===== config.mk =====
export PLATFORM = sky130hd
export DESIGN_NAME = ddr2_line_bridge_flat
export DESIGN_NICKNAME = d
export VERILOG_FILES = /design/src/rtl/ddr2_line_bridge_pkg.sv /design/src/rtl/ddr2_line_bridge_if.sv /design/src/rtl/ddr2_line_bridge_req_fifo.sv /design/src/rtl/ddr2_line_bridge.sv /design/src/flat_wrapper.sv
export SDC_FILE = /design/constraint.sdc
export NUM_CORES = 1
export LEC_CHECK = 0
export BUFFER_PORTS_ARGS = -buffer_cell sky130_fd_sc_hd__clkbuf_2
export CAP_MARGIN = 20
export CORE_AREA = 3 3 230 232
export DETAILED_ROUTE_END_ITERATION = 8
export DIE_AREA = 0 0 233 235
export PLACE_DENSITY = 0.8
export SLEW_MARGIN = 20
export SYNTH_ARGS = -nofsm -noshare
export SYNTH_HDL_FRONTEND = slang
export SYNTH_HIERARCHICAL = 1
export SYNTH_SLANG_ARGS = --single-unit

===== constraint.sdc =====
create_clock -name clk -period 11.23 [get_ports clk]
set_input_delay 1.123 -clock clk [delete_from_list [all_inputs] [get_ports clk]]
set_output_delay 1.123 -clock clk [all_outputs]
set_load 0.02 [all_outputs]

===== src/rtl/ddr2_line_bridge_pkg.sv =====
// Shared types and constants for the cache-line to DDR2 MIG user-interface bridge.
package ddr2_bridge_pkg;

    localparam int LINE_ADDR_W = 27;
    localparam int LINE_DATA_W = 128;

    localparam logic [2:0] APP_CMD_WRITE = 3'b000;
    localparam logic [2:0] APP_CMD_READ  = 3'b001;

    typedef enum logic [1:0] {
        IDLE    = 2'd0,
        ISSUE   = 2'd1,
        RD_WAIT = 2'd2
    } bridge_state_t;

    typedef struct packed {
        logic [LINE_ADDR_W-1:0] addr;
        logic                   read;
        logic [LINE_DATA_W-1:0] data;
    } line_req_t;

    // The MIG sees whole 16-byte lines, so the byte offset is always cleared.
    function automatic logic [LINE_ADDR_W-1:0] line_align(input logic [LINE_ADDR_W-1:0] addr);
        return addr & {{(LINE_ADDR_W-4){1'b1}}, 4'b0000};
    endfunction

endpackage


===== src/rtl/ddr2_line_bridge_if.sv =====
// Cache-side 128-bit line bus; the cache is the master, the bridge the slave.
interface ddr2_line_bridge_if;
    import ddr2_bridge_pkg::*;

    logic [LINE_ADDR_W-1:0] ddr2_addr;
    logic                   ddr2_enable;
    logic                   ddr2_read;
    logic [LINE_DATA_W-1:0] to_ddr2_data;
    logic [LINE_DATA_W-1:0] ddr2_data;
    logic                   ddr2_available;

    modport master (
        output ddr2_addr, ddr2_enable, ddr2_read, to_ddr2_data,
        input  ddr2_data, ddr2_available
    );

    modport slave (
        input  ddr2_addr, ddr2_enable, ddr2_read, to_ddr2_data,
        output ddr2_data, ddr2_available
    );

endinterface


===== src/rtl/ddr2_line_bridge_req_fifo.sv =====
// Circular request queue of line_req_t; head is presented combinationally so the
// FSM can latch it on the same edge it pops.
module ddr2_req_fifo
    import ddr2_bridge_pkg::*;
#(
    parameter int QDEPTH = 2
) (
    input  logic      clk,
    input  logic      rst,
    input  logic      i_push,
    input  line_req_t i_push_data,
    input  logic      i_pop,
    output line_req_t o_head,
    output logic      o_full,
    output logic      o_empty,
    output logic      o_drop
);

    localparam int PW = (QDEPTH > 1) ? $clog2(QDEPTH) : 1;
    localparam logic [PW:0] PTR_ONE = {{PW{1'b0}}, 1'b1};

    // Pointers carry one extra wrap bit to tell full from empty.
    logic [PW:0] r_wr_ptr;
    logic [PW:0] r_rd_ptr;
    line_req_t   r_mem [QDEPTH];

    logic w_empty;
    logic w_full;
    logic w_pop;
    logic w_push_ok;

    assign w_empty   = (r_wr_ptr == r_rd_ptr);
    assign w_full    = (r_wr_ptr[PW] != r_rd_ptr[PW]) &&
                       (r_wr_ptr[PW-1:0] == r_rd_ptr[PW-1:0]);
    assign w_pop     = i_pop && !w_empty;
    assign w_push_ok = i_push && (!w_full || w_pop);

    assign o_head  = r_mem[r_rd_ptr[PW-1:0]];
    assign o_full  = w_full;
    assign o_empty = w_empty;
    assign o_drop  = i_push && w_full && !w_pop;

    always_ff @(posedge clk or posedge rst) begin
        if (rst) begin
            r_wr_ptr <= '0;
            r_rd_ptr <= '0;
        end else begin
            if (w_push_ok) begin
                r_wr_ptr <= r_wr_ptr + PTR_ONE;
            end
            if (w_pop) begin
                r_rd_ptr <= r_rd_ptr + PTR_ONE;
            end
        end
    end

    // Storage has no reset; a full-and-popping push reuses the slot being read out.
    always_ff @(posedge clk) begin
        if (w_push_ok) begin
            r_mem[r_wr_ptr[PW-1:0]] <= i_push_data;
        end
    end

endmodule


===== src/rtl/ddr2_line_bridge.sv =====
// Turns queued cache line requests into single-outstanding MIG app_* commands,
// handling the write-back then refill miss sequence in strict FIFO order.
module ddr2_line_bridge
    import ddr2_bridge_pkg::*;
#(
    parameter int QDEPTH = 2
) (
    input  logic                     clk,
    input  logic                     rst,
    ddr2_line_bridge_if.slave        line,
    input  logic                     init_calib_complete,
    output logic [LINE_ADDR_W-1:0]   app_addr,
    output logic [2:0]               app_cmd,
    output logic                     app_en,
    input  logic                     app_rdy,
    output logic [LINE_DATA_W-1:0]   app_wdf_data,
    output logic                     app_wdf_wren,
    output logic                     app_wdf_end,
    output logic [LINE_DATA_W/8-1:0] app_wdf_mask,
    input  logic                     app_wdf_rdy,
    input  logic [LINE_DATA_W-1:0]   app_rd_data,
    input  logic                     app_rd_data_valid,
    output logic                     busy,
    output logic                     overflow,
    output logic                     protocol_err
);

    bridge_state_t          r_state;
    logic [LINE_ADDR_W-1:0] r_app_addr;
    logic [2:0]             r_app_cmd;
    logic                   r_app_en;
    logic [LINE_DATA_W-1:0] r_wdf_data;
    logic                   r_wdf_wren;
    logic                   r_cmd_done;
    logic                   r_wdf_done;
    logic [LINE_DATA_W-1:0] r_ddr2_data;
    logic                   r_available;
    logic                   r_overflow;
    logic                   r_protocol_err;

    line_req_t w_push_req;
    line_req_t w_head;
    logic      w_full;
    logic      w_empty;
    logic      w_drop;
    logic      w_pop;
    logic      w_cmd_hs;
    logic      w_wdf_hs;

    assign w_push_req = {line.ddr2_addr, line.ddr2_read, line.to_ddr2_data};
    assign w_pop      = (r_state == IDLE) && !w_empty && init_calib_complete;
    assign w_cmd_hs   = r_app_en && app_rdy;
    assign w_wdf_hs   = r_wdf_wren && app_wdf_rdy;

    ddr2_req_fifo #(
        .QDEPTH (QDEPTH)
    ) u_req_fifo (
        .clk         (clk),
        .rst         (rst),
        .i_push      (line.ddr2_enable),
        .i_push_data (w_push_req),
        .i_pop       (w_pop),
        .o_head      (w_head),
        .o_full      (w_full),
        .o_empty     (w_empty),
        .o_drop      (w_drop)
    );

    always_ff @(posedge clk or posedge rst) begin
        if (rst) begin
            r_state        <= IDLE;
            r_app_addr     <= '0;
            r_app_cmd      <= APP_CMD_WRITE;
            r_app_en       <= 1'b0;
            r_wdf_data     <= '0;
            r_wdf_wren     <= 1'b0;
            r_cmd_done     <= 1'b0;
            r_wdf_done     <= 1'b0;
            r_ddr2_data    <= '0;
            r_available    <= 1'b0;
            r_overflow     <= 1'b0;
            r_protocol_err <= 1'b0;
        end else begin
            r_available <= 1'b0;
            if (w_drop) begin
                r_overflow <= 1'b1;
            end
            if (app_rd_data_valid && (r_state != RD_WAIT)) begin
                r_protocol_err <= 1'b1;
            end

            case (r_state)
                IDLE: begin
                    if (w_pop) begin
                        r_app_addr <= line_align(w_head.addr);
                        r_app_cmd  <= w_head.read ? APP_CMD_READ : APP_CMD_WRITE;
                        r_app_en   <= 1'b1;
                        r_cmd_done <= 1'b0;
                        // Reads have no data phase, so that side starts out finished.
                        r_wdf_done <= w_head.read;
                        r_wdf_wren <= !w_head.read;
                        if (!w_head.read) begin
                            r_wdf_data <= w_head.data;
                        end
                        r_state <= ISSUE;
                    end
                end

                ISSUE: begin
                    if (w_cmd_hs) begin
                        r_app_en   <= 1'b0;
                        r_cmd_done <= 1'b1;
                    end
                    if (w_wdf_hs) begin
                        r_wdf_wren <= 1'b0;
                        r_wdf_done <= 1'b1;
                    end
                    if (r_app_cmd == APP_CMD_READ) begin
                        if (w_cmd_hs) begin
                            r_state <= RD_WAIT;
                        end
                    end else if ((r_cmd_done || w_cmd_hs) && (r_wdf_done || w_wdf_hs)) begin
                        r_state <= IDLE;
                    end
                end

                RD_WAIT: begin
                    if (app_rd_data_valid) begin
                        r_ddr2_data <= app_rd_data;
                        r_available <= 1'b1;
                        r_state     <= IDLE;
                    end
                end

                default: r_state <= IDLE;
            endcase
        end
    end

    assign app_addr     = r_app_addr;
    assign app_cmd      = r_app_cmd;
    assign app_en       = r_app_en;
    assign app_wdf_data = r_wdf_data;
    assign app_wdf_wren = r_wdf_wren;
    assign app_wdf_end  = r_wdf_wren;
    assign app_wdf_mask = '0;

    assign line.ddr2_data      = r_ddr2_data;
    assign line.ddr2_available = r_available;

    assign busy         = !w_empty || (r_state != IDLE);
    assign overflow     = r_overflow;
    assign protocol_err = r_protocol_err;

endmodule

===== src/flat_wrapper.sv =====
// flat-port wrapper written by rule: the top's interface ports become plain ports
module ddr2_line_bridge_flat import ddr2_bridge_pkg::*;
#(
    parameter int QDEPTH = 2
)
  (clk, rst, init_calib_complete, app_addr, app_cmd, app_en, app_rdy, app_wdf_data, app_wdf_wren, app_wdf_end, app_wdf_mask, app_wdf_rdy, app_rd_data, app_rd_data_valid, busy, overflow, protocol_err, line_ddr2_addr, line_ddr2_enable, line_ddr2_read, line_to_ddr2_data, line_ddr2_data, line_ddr2_available);
  ddr2_line_bridge_if line_i ();
  input  logic clk;
  input  logic rst;
  input  logic init_calib_complete;
  output logic [LINE_ADDR_W-1:0] app_addr;
  output logic [2:0] app_cmd;
  output logic app_en;
  input  logic app_rdy;
  output logic [LINE_DATA_W-1:0] app_wdf_data;
  output logic app_wdf_wren;
  output logic app_wdf_end;
  output logic [LINE_DATA_W/8-1:0] app_wdf_mask;
  input  logic app_wdf_rdy;
  input  logic [LINE_DATA_W-1:0] app_rd_data;
  input  logic app_rd_data_valid;
  output logic busy;
  output logic overflow;
  output logic protocol_err;
  input wire logic [$bits(line_i.ddr2_addr)-1:0] line_ddr2_addr;
  input wire logic [$bits(line_i.ddr2_enable)-1:0] line_ddr2_enable;
  input wire logic [$bits(line_i.ddr2_read)-1:0] line_ddr2_read;
  input wire logic [$bits(line_i.to_ddr2_data)-1:0] line_to_ddr2_data;
  output wire logic [$bits(line_i.ddr2_data)-1:0] line_ddr2_data;
  output wire logic [$bits(line_i.ddr2_available)-1:0] line_ddr2_available;
  assign line_i.ddr2_addr = line_ddr2_addr;
  assign line_i.ddr2_enable = line_ddr2_enable;
  assign line_i.ddr2_read = line_ddr2_read;
  assign line_i.to_ddr2_data = line_to_ddr2_data;
  assign line_ddr2_data = line_i.ddr2_data;
  assign line_ddr2_available = line_i.ddr2_available;
  ddr2_line_bridge #(.QDEPTH(QDEPTH)) u_core (.clk(clk), .rst(rst), .line(line_i), .init_calib_complete(init_calib_complete), .app_addr(app_addr), .app_cmd(app_cmd), .app_en(app_en), .app_rdy(app_rdy), .app_wdf_data(app_wdf_data), .app_wdf_wren(app_wdf_wren), .app_wdf_end(app_wdf_end), .app_wdf_mask(app_wdf_mask), .app_wdf_rdy(app_wdf_rdy), .app_rd_data(app_rd_data), .app_rd_data_valid(app_rd_data_valid), .busy(busy), .overflow(overflow), .protocol_err(protocol_err));
endmodule

# [Word-level counts from Yosys, hierarchy flattened]
# Memory sizes are Yosys's and may differ from the RTL's.
# Cells that the tools add are included.
[word_totals] wordCells=82 n_memories=1 out_inout_bits=309 ff_bits=295 ram_bits=312 in_bits=291
[classes] add_sub_neg=2 muxes=23 n_bitwise=1 n_eq_ne=13 n_reduce_logical=28
[mem_list] memory="u_core.u_req_fifo.r_mem" words=2 width=156 read_ports=1 rd_clocked_by_memory_dff=0 write_ports=1 line="ddr2_line_bridge_req_fifo.sv:25" source="line_req_t r_mem [QDEPTH];"
[ops] op="1-bit 2-to-1 mux" count=13
[ops] op="1-bit logical AND" count=11
[ops] op="2-bit 2-to-1 mux" count=5
[ops] op="3-bit AND reduction" count=3
[ops] op="1-bit one-hot mux with 2 select lines" count=4
[ops] op="2-bit != test (second input constant)" count=3
[ops] op="2-bit one-hot mux with 3 select lines" count=1
[ops] op="2-bit by 1-bit adder with 2-bit output (second input constant)" count=2
[ops] op="1-bit zero test" count=4
[ops] op="1-bit logical OR" count=4
[ops] op="2-bit by 1-bit != test with 1-bit output (second input constant)" count=2
[ops] op="2-bit AND reduction" count=2
[ops] op="4-bit AND reduction" count=1
[ops] op="2-bit nonzero test" count=2
[ops] op="3-bit by 1-bit == test with 1-bit output (second input constant)" count=1
[ops] op="3-bit by 1-bit != test with 1-bit output (second input constant)" count=1
[ops] op="3-bit by 2-bit != test with 1-bit output (second input constant)" count=1
[ops] op="2-bit by 1-bit == test with 1-bit output (second input constant)" count=1
[ops] op="2-bit == test" count=1
[ops] op="2-bit == test (second input constant)" count=1
[ops] op="2-bit zero test" count=1
[ops] op="1-bit == test" count=1
[ops] op="1-bit != test" count=1
[ops] op="1-bit inverter" count=1

# [Depth between registers and ports, before layout]
[logic_depth] word_depth=9 mapped_depth=11 depth_no_buf=7

# [Modules after synthesis]
# Netlist, hierarchy kept.
[modules_own_cells] module="ddr2_req_fifo" seq_area_each_um2=9469.1 cells_per_inst=516 area_each_um2=11552.3 n_inst=1
[modules_own_cells] module="ddr2_line_bridge" seq_area_each_um2=7231.9 cells_per_inst=701 area_each_um2=10965.5 n_inst=1

# [Worst setup path before layout]
# Ideal clock, no wire load.
[synth_timing] path_kind="input to register" from="input port init_calib_complete" to="memory u_core/u_req_fifo/r_mem[1][0] (netlist bit) (enable)" setup_slack_ps=791 path_stages=6 setup_ps=723 n_path_buf=2 required_time_ps=10507 arrival_ps=9716 cell_sequence="or4b_1 > buf_2 > clkinv_1 > buf_2 > nor2b_1 > a21oi_1"
[synth_between] elab_chain_len=6
[synth_lines] item="start: declaration" line="flat_wrapper.sv:10" source="input logic init_calib_complete;"
[synth_lines] item="1-bit logical AND" line="ddr2_line_bridge.sv:51" source="assign w_pop = (r_state == IDLE) && !w_empty && init_calib_complete;"
[synth_lines] item="net u_core.w_pop" line="ddr2_line_bridge.sv:46" source="logic w_pop;"
[synth_lines] item="1-bit logical AND" line="ddr2_line_bridge_req_fifo.sv:35" source="assign w_pop = i_pop && !w_empty;"
[synth_lines] item="1-bit logical OR" line="ddr2_line_bridge_req_fifo.sv:36" source="assign w_push_ok = i_push && (!w_full || w_pop);"
[synth_lines] item="1-bit logical AND" line="ddr2_line_bridge_req_fifo.sv:36"
[synth_lines] item="1-bit 2-to-1 mux" line="ddr2_line_bridge_req_fifo.sv:59" source="if (w_push_ok) begin"
[synth_lines] item="1-bit 2-to-1 mux (implied by the code)" line="ddr2_line_bridge_req_fifo.sv:60" source="r_mem[r_wr_ptr[PW-1:0]] <= i_push_data;"
[synth_lines] item="end: declaration" line="ddr2_line_bridge_req_fifo.sv:25"
# The timed path passes the listed nets, and every way through them passes these cells.

# [Worst setup path after layout]
[layout_timing] from="register u_core.u_req_fifo.r_rd_ptr[0]" to="register u_core.r_wdf_data[36] (netlist: u_core/app_wdf_data[36])"
[layout_between] elab_chain_len=5 elab_cells_between_ends=7 cone_classes="eq/ne (1); bitwise (1); reduce/logical (4); memory (1)"
[layout_lines] item="start: declaration" line="ddr2_line_bridge_req_fifo.sv:24" source="logic [PW:0] r_rd_ptr;"
[layout_lines] item="start signal: assignment" line="ddr2_line_bridge_req_fifo.sv:52" source="r_rd_ptr <= r_rd_ptr + PTR_ONE;"
[layout_lines] item="2-bit == test" line="ddr2_line_bridge_req_fifo.sv:32" source="assign w_empty = (r_wr_ptr == r_rd_ptr);"
[layout_lines] item="net u_core.w_empty" line="ddr2_line_bridge.sv:44" source="logic w_empty;"
[layout_lines] item="1-bit zero test" line="ddr2_line_bridge.sv:51"
[layout_lines] item="1-bit logical AND (2 in series)" line="ddr2_line_bridge.sv:51"
[layout_lines] item="3-bit AND reduction (no source line)"
[layout_lines] item="end signal: assignment" line="ddr2_line_bridge.sv:103" source="r_wdf_data <= w_head.data;"
[layout_lines] item="end: declaration" line="ddr2_line_bridge.sv:32" source="logic [LINE_DATA_W-1:0] r_wdf_data;"
# The timed path passes the listed nets, and every way through them passes these cells.
# A chain may end at the register's enable or synchronous reset.

==> metrics.md <==
| Metric | Value |
|---|---|
| Worst Setup Slack, final | 6.25 ns |
| Kind of cell adding the most delay to the critical path | simple AND/OR/NAND/NOR gates |
| Power consumption | about 8.3 mW |
| Final critical-path share of the clock period | 44.3% |
| GR Util All Layers | 19.1% |
| Clock tree from TritonCTS | yes |
| Vias in the first global route | ~14000 |
| Leak Pwr | 12.0 nW |
| # rows | a little over 80 |
| Combined buffer and inverter count along the critical path | 2 |
| Clock slew seen by the registers of the worst setup and hold paths | approximately 0.060 ns |
| Number of buffers created by CTS | around 60 |
| # clock sinks | slightly below 600 |
| Max-slew violation count | 0 |
| Crit path arrival time | 5.46 ns |
| Crit path time final | 4.98 ns |
| Pre-Repair DR Iteration Count | 4 |
| Via density per instance | just under 5 |
| Remaining global-route overflow | 0 |
| Startpoint class of the critical path | flop |
| Number of port buffers | 573 |
| Relative max-transition margin | approximately a quarter |
| Growth of design area from synthesis to finish | 23.9% |
| H-tree lvl count | 2 |
| Chip width | 233 um |
| Total of cells resized after clock tree synthesis | 0 |
| Dominant cell type by count on the critical path | sky130_fd_sc_hd__buf_4 |
| Area enclosed by the die boundary | 54800 sq um |
| First-iteration detailed-routing DRC count | 520 |
| P per Cell Area | approximately 300 nW/um^2 |
| Fillers | about 4000 |
| Worst Path Class, Setup | reg -> reg |
| Setup TNS | 0 ns |
| Number of hold buffers added after cts | 0 |
| Mean post-synth cell area | between 15 and 20 sq um |
| Slowest cell delay on critical path | between 1 and 1.5 ns |
| Hold path depth | 1 |
| Combined area of the multi-input logic cells | roughly 5300 sq um |
| Setup skew after layout | approximately 0.017 ns |
| Starting density of the core | a little over two fifths |
| Aggregate routed wire length | about 53000 um |
| # nets final | 2093 |
| Ports placed on the boundary | 600 |
| Worst path depth | 7 |
| Maximum number of pins on one net before global-route repair | 97 |
| Number of antenna violations at the first check in global routing | 5 |
| Reg2reg path depth | 7 |
| RD Place Congestion | approximately 0.87 |
| Run status | completed |
| Path type of the worst min-delay path | reg -> reg |
| Critical path endpoint category | flop |
| Register area | about 16000 sq um |
| Insertion delay to the later sink of the worst-skew pair | 0.61 ns |
| Number of hold violations in the final report | 0 |
| Maximum capacitance violations | 0 |
| First-pass GRT wire length | about 81000 um |
| Number of vias after detailed routing | 12431 |
| Critical path fanouts, max | roughly 50 |
| Number of buffers on the longest clock path | 3 |
| Master cell of the clock root buffer | sky130_fd_sc_hd__clkbuf_16 |
| Area of the core | between 50000 and 60000 sq um |
| Setup violation total in the final timing report | 0 |
| Ratio of cells with drive above 1 in the final layout | 54.1% |
| Number of instances in the synthesized netlist | ~1200 |
| Maximum frequency from static timing analysis | roughly 200 MHz |
| Dpl hpwl | between 30000 and 40000 um |
| Maximum ir drop on the vdd rail | 215 uV |
| Die Y-Extent | roughly 240 um |
| Post-placement setup slack | roughly 6.2 ns |
| Ordered cell list for the critical path | xor2_1 -> nor2_1 -> or4b_2 -> nor2_8 -> buf_4 -> buf_4 -> mux2_1 |
| Count of synthesis-stage warnings from yosys | 6 |
| Cell Area, Synth | between 20000 and 25000 sq um |
| Unrepaired setup endpoints after global routing | no |
| Post-CTS Setup Bufs | 0 |
| Library cell contributing the largest single delay on the critical path | sky130_fd_sc_hd__or4b_2 |
| Slew of the pin with the lowest slew margin | 1.12 ns |
| Routed length per instance | between 20 and 25 um |
| Number of DRC violations after detailed routing | 0 |
| Number of routed nets with antenna violations | 0 |
| Critical path required time | 11.71 ns |
metal layers:
layer	global-route usage [%]	part of all wire (%)
met1	23.9	40
met2	31.6	50
met3	5.38	7.2
met4	6.96	3.2
met5	0	0
power breakdown:
group | total (mW) | internal, mW | leakage (nW) | switching, mW
combinational | 2.79 | 1.10 | 4.64 | 1.69
sequential | 3.55 | 3.17 | 6.39 | 0.382
clock | 1.93 | 1.11 | 0.938 | 0.818
total | 8.27 | 5.38 | 12.0 | 2.89
worst reg2reg max path: stages (launching register included):
cell and delay (ns):
sky130_fd_sc_hd__dfrtp_4 0.81, sky130_fd_sc_hd__xor2_1 0.28, sky130_fd_sc_hd__nor2_1 0.12, sky130_fd_sc_hd__or4b_2 1.09
sky130_fd_sc_hd__nor2_8 0.71, sky130_fd_sc_hd__buf_4 0.66, sky130_fd_sc_hd__buf_4 0.70, sky130_fd_sc_hd__mux2_1 0.47
path summary, 6_finish.rpt:
| check | start | end | slack [ns] |
|---|---|---|---|
| max | u_core/u_req_fifo/r_rd_ptr[0] | u_core/app_wdf_data[36] | 6.25 |
| min | u_core/protocol_err | u_core/protocol_err | 0.47 |
| max reg2reg | u_core/u_req_fifo/r_rd_ptr[0] | u_core/app_wdf_data[36] | 6.25 |
| min reg2reg | u_core/protocol_err | u_core/protocol_err | 0.47 |
| max in group asynchronous | rst | u_core/app_wdf_data[89] | 8.20 |
| min in group asynchronous | rst | u_core/u_req_fifo/r_rd_ptr[0] | 0.56 |
final cells by class:
| cell class | instances | area share [%] |
|---|---|---|
| inverter | 5 | 0.0954 |
| tap | 680 | 3.09 |
| sequential | 597 | 59.8 |
| multi-input combinational | 549 | 19.2 |
| clock buffer | 89 | 6.11 |
| clock inverter | 27 | 0.895 |
| antenna | 5 | 0.0454 |
| timing repair buffer | 588 | 10.8 |
cells in the final DEF (no fill, tap or decap), drive strengths merged, types with 3 or more instances in the layout:
cell	n
mux2	408
edfxtp	304
diode	5
bufinv	3
buf	15
dfrtp	293
nand2	78
clkinv	20
a21o	3
clkbuf	662
conb	22
nor2	5
inv	7
a21oi	4
o21ai	4
nand2b	4
registers in the layout, indices dropped and copies added (netlist names):
signal                      cells
u_core/overflow                 1
u_core/app_wdf_end              1
u_core/r_wdf_done               1
u_core/u_req_fifo/r_mem       304
u_core/app_cmd                  1
u_core/app_en                   1
u_core/line.ddr2_data         128
u_core/r_cmd_done               1
u_core/r_state                  2
u_core/app_wdf_data           128
u_core/line.ddr2_available      1
u_core/u_req_fifo/r_wr_ptr      2
u_core/app_addr                23
u_core/u_req_fifo/r_rd_ptr      2
u_core/protocol_err             1
through the flow:
step	std cells	utilization [%]	hold WS (ns)	cell area, sq um
after floorplan	1225	-	0.451	22300
after CTS	2535	53.8	0.468	27500
after detailed placement	2419	50.0	0.455	25600
final	2540	53.8	0.466	27600
after global routing	2539	53.8	0.493	27500
after global placement	2419	50.0	0.452	25600
No activity file was read; power rests on OpenSTA's default activity.
